`config.mk`:
```
export PLATFORM = sky130hd
export DESIGN_NAME = ysyx_22050710_if_stage
export DESIGN_NICKNAME = d
export VERILOG_FILES = /design/src/rtl/ysyx_22050710_if_stage.sv
export SDC_FILE = /design/constraint.sdc
export NUM_CORES = 1
export LEC_CHECK = 0
export BUFFER_PORTS_ARGS = -buffer_cell sky130_fd_sc_hd__buf_2
export CORE_MARGIN = 2
export CORE_UTILIZATION = 35
export CTS_BUF_LIST = sky130_fd_sc_hd__clkbuf_2
export CTS_CLUSTER_DIAMETER = 40
export DETAILED_ROUTE_END_ITERATION = 12
export HOLD_SLACK_MARGIN = 0.03
export MAX_ROUTING_LAYER = met4
export SLEW_MARGIN = 20
export SYNTH_ARGS = -nofsm -noshare
export SYNTH_HDL_FRONTEND = slang
export SYNTH_SLANG_ARGS = --single-unit
```
`constraint.sdc`:
```
create_clock -name i_clk -period 2.6 [get_ports i_clk]
set_input_delay 0.13 -clock i_clk [delete_from_list [all_inputs] [get_ports i_clk]]
set_output_delay 0.13 -clock i_clk [all_outputs]
set_load 0.01 [all_outputs]
```
`src/rtl/ysyx_22050710_if_stage.sv`:
```
// ---------------------------------------------------------------------------
// ysyx_22050710_if_stage
//
// Instruction fetch stage. It keeps a fetch PC and issues one request at a
// time to instruction memory. It captures the response into a single output
// register that the decode stage drains with i_idu_allowin. A redirect from
// the branch/system unit overrides everything else. A request that is already
// in flight when a redirect arrives is marked cancelled, and its response is
// dropped when it comes back.
//
// Optional feature (macro YSYX_22050710_IF_MISALIGN_CHECK_EN):
//   When the macro is defined, a fetch PC whose low two bits are not zero is
//   never sent to memory. The stage instead emits a fault entry carrying
//   {fetch PC, nop, o_excp=1} and parks in HALT until a redirect or reset.
//   When the macro is undefined, the PC is issued unchecked and o_excp is 0.
//
// Parameters:
//   RESET_PC            first fetch address after reset
//
// Ports:
//   i_clk               clock, all state changes on the rising edge
//   i_rst               synchronous active-high reset
//   i_br_valid          redirect request
//   i_br_target         redirect target PC
//   o_imem_req          fetch request to instruction memory
//   o_imem_addr         fetch address
//   i_imem_gnt          request accepted this cycle
//   i_imem_rvalid       response valid (at least one cycle after grant)
//   i_imem_rdata        fetched instruction
//   i_idu_allowin       decode accepts the output register this cycle
//   o_ifu_to_idu_valid  output register holds a valid entry
//   o_pc                PC of the output entry
//   o_inst              instruction of the output entry
//   o_excp              output entry is an instruction-address-misaligned fault
// ---------------------------------------------------------------------------
module ysyx_22050710_if_stage #(
  parameter logic [63:0] RESET_PC = 64'h0000_0000_8000_0000
) (
  input  logic        i_clk,
  input  logic        i_rst,
  input  logic        i_br_valid,
  input  logic [63:0] i_br_target,
  output logic        o_imem_req,
  output logic [63:0] o_imem_addr,
  input  logic        i_imem_gnt,
  input  logic        i_imem_rvalid,
  input  logic [31:0] i_imem_rdata,
  input  logic        i_idu_allowin,
  output logic        o_ifu_to_idu_valid,
  output logic [63:0] o_pc,
  output logic [31:0] o_inst,
  output logic        o_excp
);

  typedef enum logic [1:0] {
    ST_REQ  = 2'd0,
    ST_WAIT = 2'd1,
    ST_HALT = 2'd2
  } state_t;

  localparam logic [31:0] NOP_INST = 32'h0000_0013;

  state_t      state;
  logic [63:0] fetch_pc;
  logic [63:0] req_pc;
  logic        cancel;
  logic        out_valid;
  logic [63:0] out_pc;
  logic [31:0] out_inst;
  logic        out_excp;

  logic        out_free;
  logic        misaligned;

  // The output register can take a new entry when it is empty, or when decode
  // drains it this same cycle.
  assign out_free = !out_valid || i_idu_allowin;

`ifdef YSYX_22050710_IF_MISALIGN_CHECK_EN
  assign misaligned = (fetch_pc[1:0] != 2'b00);
`else
  assign misaligned = 1'b0;
`endif

  // Requests are only raised from REQ. This keeps at most one request
  // outstanding and limits throughput to two cycles per instruction.
  always_comb begin
    o_imem_req  = (state == ST_REQ) && out_free && !misaligned;
    o_imem_addr = fetch_pc;
  end

  assign o_ifu_to_idu_valid = out_valid;
  assign o_pc               = out_pc;
  assign o_inst             = out_inst;
  assign o_excp             = out_excp;

  // Single state machine that owns the fetch PC, cancel flag and output
  // register. Reset comes first, then redirect. Normal fetch and drain
  // only run when neither is active.
  always_ff @(posedge i_clk) begin
    if (i_rst) begin
      state     <= ST_REQ;
      fetch_pc  <= RESET_PC;
      req_pc    <= 64'h0;
      cancel    <= 1'b0;
      out_valid <= 1'b0;
      out_pc    <= 64'h0;
      out_inst  <= 32'h0;
      out_excp  <= 1'b0;
    end else if (i_br_valid) begin
      fetch_pc  <= i_br_target;
      out_valid <= 1'b0;
      out_excp  <= 1'b0;
      unique case (state)
        ST_REQ: begin
          // A grant on the redirect cycle still launches a request, so we must
          // wait for its response and throw it away.
          if (o_imem_req && i_imem_gnt) begin
            req_pc <= fetch_pc;
            cancel <= 1'b1;
            state  <= ST_WAIT;
          end
        end
        ST_WAIT: begin
          if (i_imem_rvalid) begin
            cancel <= 1'b0;
            state  <= ST_REQ;
          end else begin
            cancel <= 1'b1;
          end
        end
        default: state <= ST_REQ;
      endcase
    end else begin
      if (out_valid && i_idu_allowin) begin
        out_valid <= 1'b0;
      end
      unique case (state)
        ST_REQ: begin
          if (misaligned && out_free) begin
            out_valid <= 1'b1;
            out_pc    <= fetch_pc;
            out_inst  <= NOP_INST;
            out_excp  <= 1'b1;
            state     <= ST_HALT;
          end else if (o_imem_req && i_imem_gnt) begin
            req_pc   <= fetch_pc;
            fetch_pc <= fetch_pc + 64'd4;
            state    <= ST_WAIT;
          end
        end
        ST_WAIT: begin
          if (i_imem_rvalid) begin
            if (cancel) begin
              cancel <= 1'b0;
            end else begin
              out_valid <= 1'b1;
              out_pc    <= req_pc;
              out_inst  <= i_imem_rdata;
              out_excp  <= 1'b0;
            end
            state <= ST_REQ;
          end
        end
        default: state <= ST_HALT;
      endcase
    end
  end

endmodule
```
==> impl_metrics.yaml <==
setup_path:
  ff2ff_path_depth: 6
  crit_fanout: 5
  start_kind: "flip-flop"
  critPathKind: "reg2reg"
  r2r_slack_ns: 0.08
  r2r_end: "o_imem_addr[59]"
  setup.worst_path.start: "o_imem_addr[50]"
  cp_data_required_time_ns: 3.33
  crit_path_end: "o_imem_addr[59]"
  endpoint_kind: "flip-flop"
  r2r-start: "o_imem_addr[50]"
  worstPathArrival_ns: 3.25
detailed_routing:
  vias: 10530
  drt-initial-drc-count: 747
  dr.pass1.iters: 5
  detail_route.wl_per_cell_um: 16.6
  antenna_left: 0
  wl_um: 34000
  drc: 0
  viasPerCell: 5.15
clocking:
  path_clk_slew_ns: 0.10
  numCtsBuffers: 67
  cts_buffer_depth: 3
  clockRootBuffer: "clkbuf_2"
  cts_tree: "yes"
  htree_levels: 3
  insertion_delay_ns: 0.84
  clkSinkCount: 228
synth:
  synth_area_per_cell_um2: 7.79
  synth-main-ff-cell: "dfxtp_1"
  synth_seq_area_share_pct: 47.8
  yosysUniqueCellTypes: 61
  ys_async_sr_fraction_pct: 0
  syn_area_mm2: 0.00955
  ys_ff_latch: 228
  synth_edf_count: 0
  synthCells: 1226
  ys.warnings.count: 0
  syn-num-nets: 1329
grt:
  grt_usage_pct: 23.7
  antenna_found_initial: 1
  grt_max_degree: 142
  grt_pass1_vias: 10087
  grt_overflow: 0
  grt_pass1_wl_um: 53400
pwr:
  comb_power_share_pct: 11.9
  seqPwrFrac_pct: 50.2
  p_leak_uw: 0.00548
  power_switching_uw: 2200
  power_uw: 7510
  ir_drop_mv: 0.270
  clkPwrFrac_pct: 37.9
  power_density_mw_per_mm2: 558
  intPower_uw: 5310
  swShare_pct: 29.3
floorplanning:
  io_pins: 265
  die_w_um: 169
  die_h_um: 169
  die-area_mm2: 0.0286
  start_util_pct: 35.5
  core_region_area_mm2: 0.0269
  rows: 60
timing:
  slew_violations: 0
  setup_viol: 0
  tns_ns: 0
  fin_crit_sh_pct: 97.1
  tightest_slew_ns: 0.675
  worst_slack_ns: 0.0766
  rsz0062_at_grt: "false"
  finalCriticalPeriod_ns: 2.52
  hold_ws_ns: 0.0983
  hold_viol_final: 0
  skew_ns: 0.0872
  clock.fmax_ghz: 0.396
  slew_headroom_pct: 55.0
outcome:
  status: "complete, no violations"
hold_path:
  hold_path.class: "in2reg"
layout:
  layout-drive-gt1-share_pct: 26.1
  final_util_pct: 50.1
  final_nets: 1760
  area_growth_syn_to_layout_pct: 40.9
placed_design:
  place_congestion: 0.935
  port_buffers: 263
  dp_hpwl_um: 21900
  pre_cts_slack_ns: 0.187
run:
  cap_violations: 0
-- placed cells by master, fill, tap and decap left out, types with 11 or more instances in the layout --
cell | Yosys | final
buf_4 | 4 | 43
clkbuf_2 | 0 | 96
nand3_1 | 38 | 36
and4_1 | 16 | 16
dlygate4sd3_1 | 0 | 144
a21oi_1 | 169 | 169
a211oi_1 | 25 | 25
and3_1 | 15 | 14
nor2_1 | 60 | 58
xnor2_1 | 17 | 17
inv_1 | 12 | 11
dfxtp_1 | 228 | 224
clkinv_1 | 1 | 13
buf_2 | 3 | 262
nand4_1 | 26 | 26
a311oi_1 | 13 | 13
nand2_1 | 360 | 359
nor4_1 | 25 | 24
nor3_1 | 20 | 18
o21ai_0 | 15 | 15
-- power groups by stage --
stage | clock network (uW) | registers (uW) | logic, uW
final | 2850 | 3770 | 891
after global routing | 3140 | 3790 | 972
after CTS | 2920 | 3770 | 885
after detailed placement | 0 | 3850 | 719
after global placement | 0 | 3840 | 716
after floorplan | 0 | 3850 | 349
-- critical path: stages (launching register included) --
cell           delay (ns)
dfxtp_1              0.53
nand4_1              0.27
nor3_2               0.24
and4_1               0.26
o22ai_1              0.09
dlygate4sd3_1        0.58
or3b_2               0.46
-- worst min-delay path by stage --
stage | slack, ns | cells past startpoint | startpoint | end
global placement | 0.37 | 3 | i_imem_rdata[1] | o_inst[1]
global route | 0.03 | 3 | i_br_target[48] | o_imem_addr[48]
floorplan | 0.27 | 2 | i_imem_rdata[0] | o_inst[0]
detailed placement | 0.38 | 3 | i_imem_rdata[11] | o_inst[11]
CTS | 0.03 | 4 | i_imem_rdata[1] | o_inst[1]
finish | 0.1 | 3 | i_br_target[48] | o_imem_addr[48]
-- through the flow --
stage	instance area, um2	instances
after floorplan	9550	1226
after global routing	13500	2044
final	13500	2044
after global placement	11300	1785
after detailed placement	11300	1785
after CTS	13400	2042
-- kinds of logic after synthesis --
group | after synthesis | synth area share [%]
flip-flops | 228 | 47.8
other | 1 | 0.0393
XOR/XNOR | 25 | 2.29
adder cells (fa/ha/maj) | 1 | 0.131
buffers and inverters | 105 | 4.46
AO/OA/AOI/OAI | 254 | 15.7
AND/OR/NAND/NOR | 610 | 29.4
multiplexers | 2 | 0.210
-- area by class of cell --
type | count | area, um2
diodes | 1 | 2.50
repair buffers | 454 | 3170
multi-input cells | 893 | 4610
clock inverters | 18 | 148
fillers | 2670 | 13400
well taps | 341 | 427
inverters | 13 | 48.8
flip-flops and latches | 228 | 4570
clock buffers | 96 | 480
-- cell usage after synthesis, types with 16 or more instances --
| cell type | count | area, um2 |
|---|---|---|
| nand2_1 | 360 | 1350 |
| dfxtp_1 | 228 | 4560 |
| a21oi_1 | 169 | 846 |
| clkbuf_1 | 78 | 293 |
| nor2_1 | 60 | 225 |
| nand3_1 | 38 | 190 |
| nand4_1 | 26 | 163 |
| a211oi_1 | 25 | 188 |
| nor4_1 | 25 | 156 |
| nor3_1 | 20 | 100 |
| xnor2_1 | 17 | 149 |
| and4_1 | 16 | 140 |
-- state kept, by name, summed over array words and instances, names as in the netlist --
name                count
o_imem_addr            64
o_ifu_to_idu_valid      1
o_inst                 32
o_pc                   64
cancel                  1
req_pc                 64
state                   2
-- per-layer routing --
layer,track usage [%],wire [um],share of wire (%)
met1,30.8,15500,46
met3,5.36,2440,7.2
met4,7.02,502,1.5
met2,37.2,15500,46
met5,-,0,0
-- timing repair --
action                                  in CTS  in global routing
resized for setup                            0                 13
hold endpoints to repair                   171                  1
hold buffers                               143                  1
buffers inserted                             0                  0
endpoints found under the setup margin       0                  5
No activity file was read; power rests on OpenSTA's default activity.
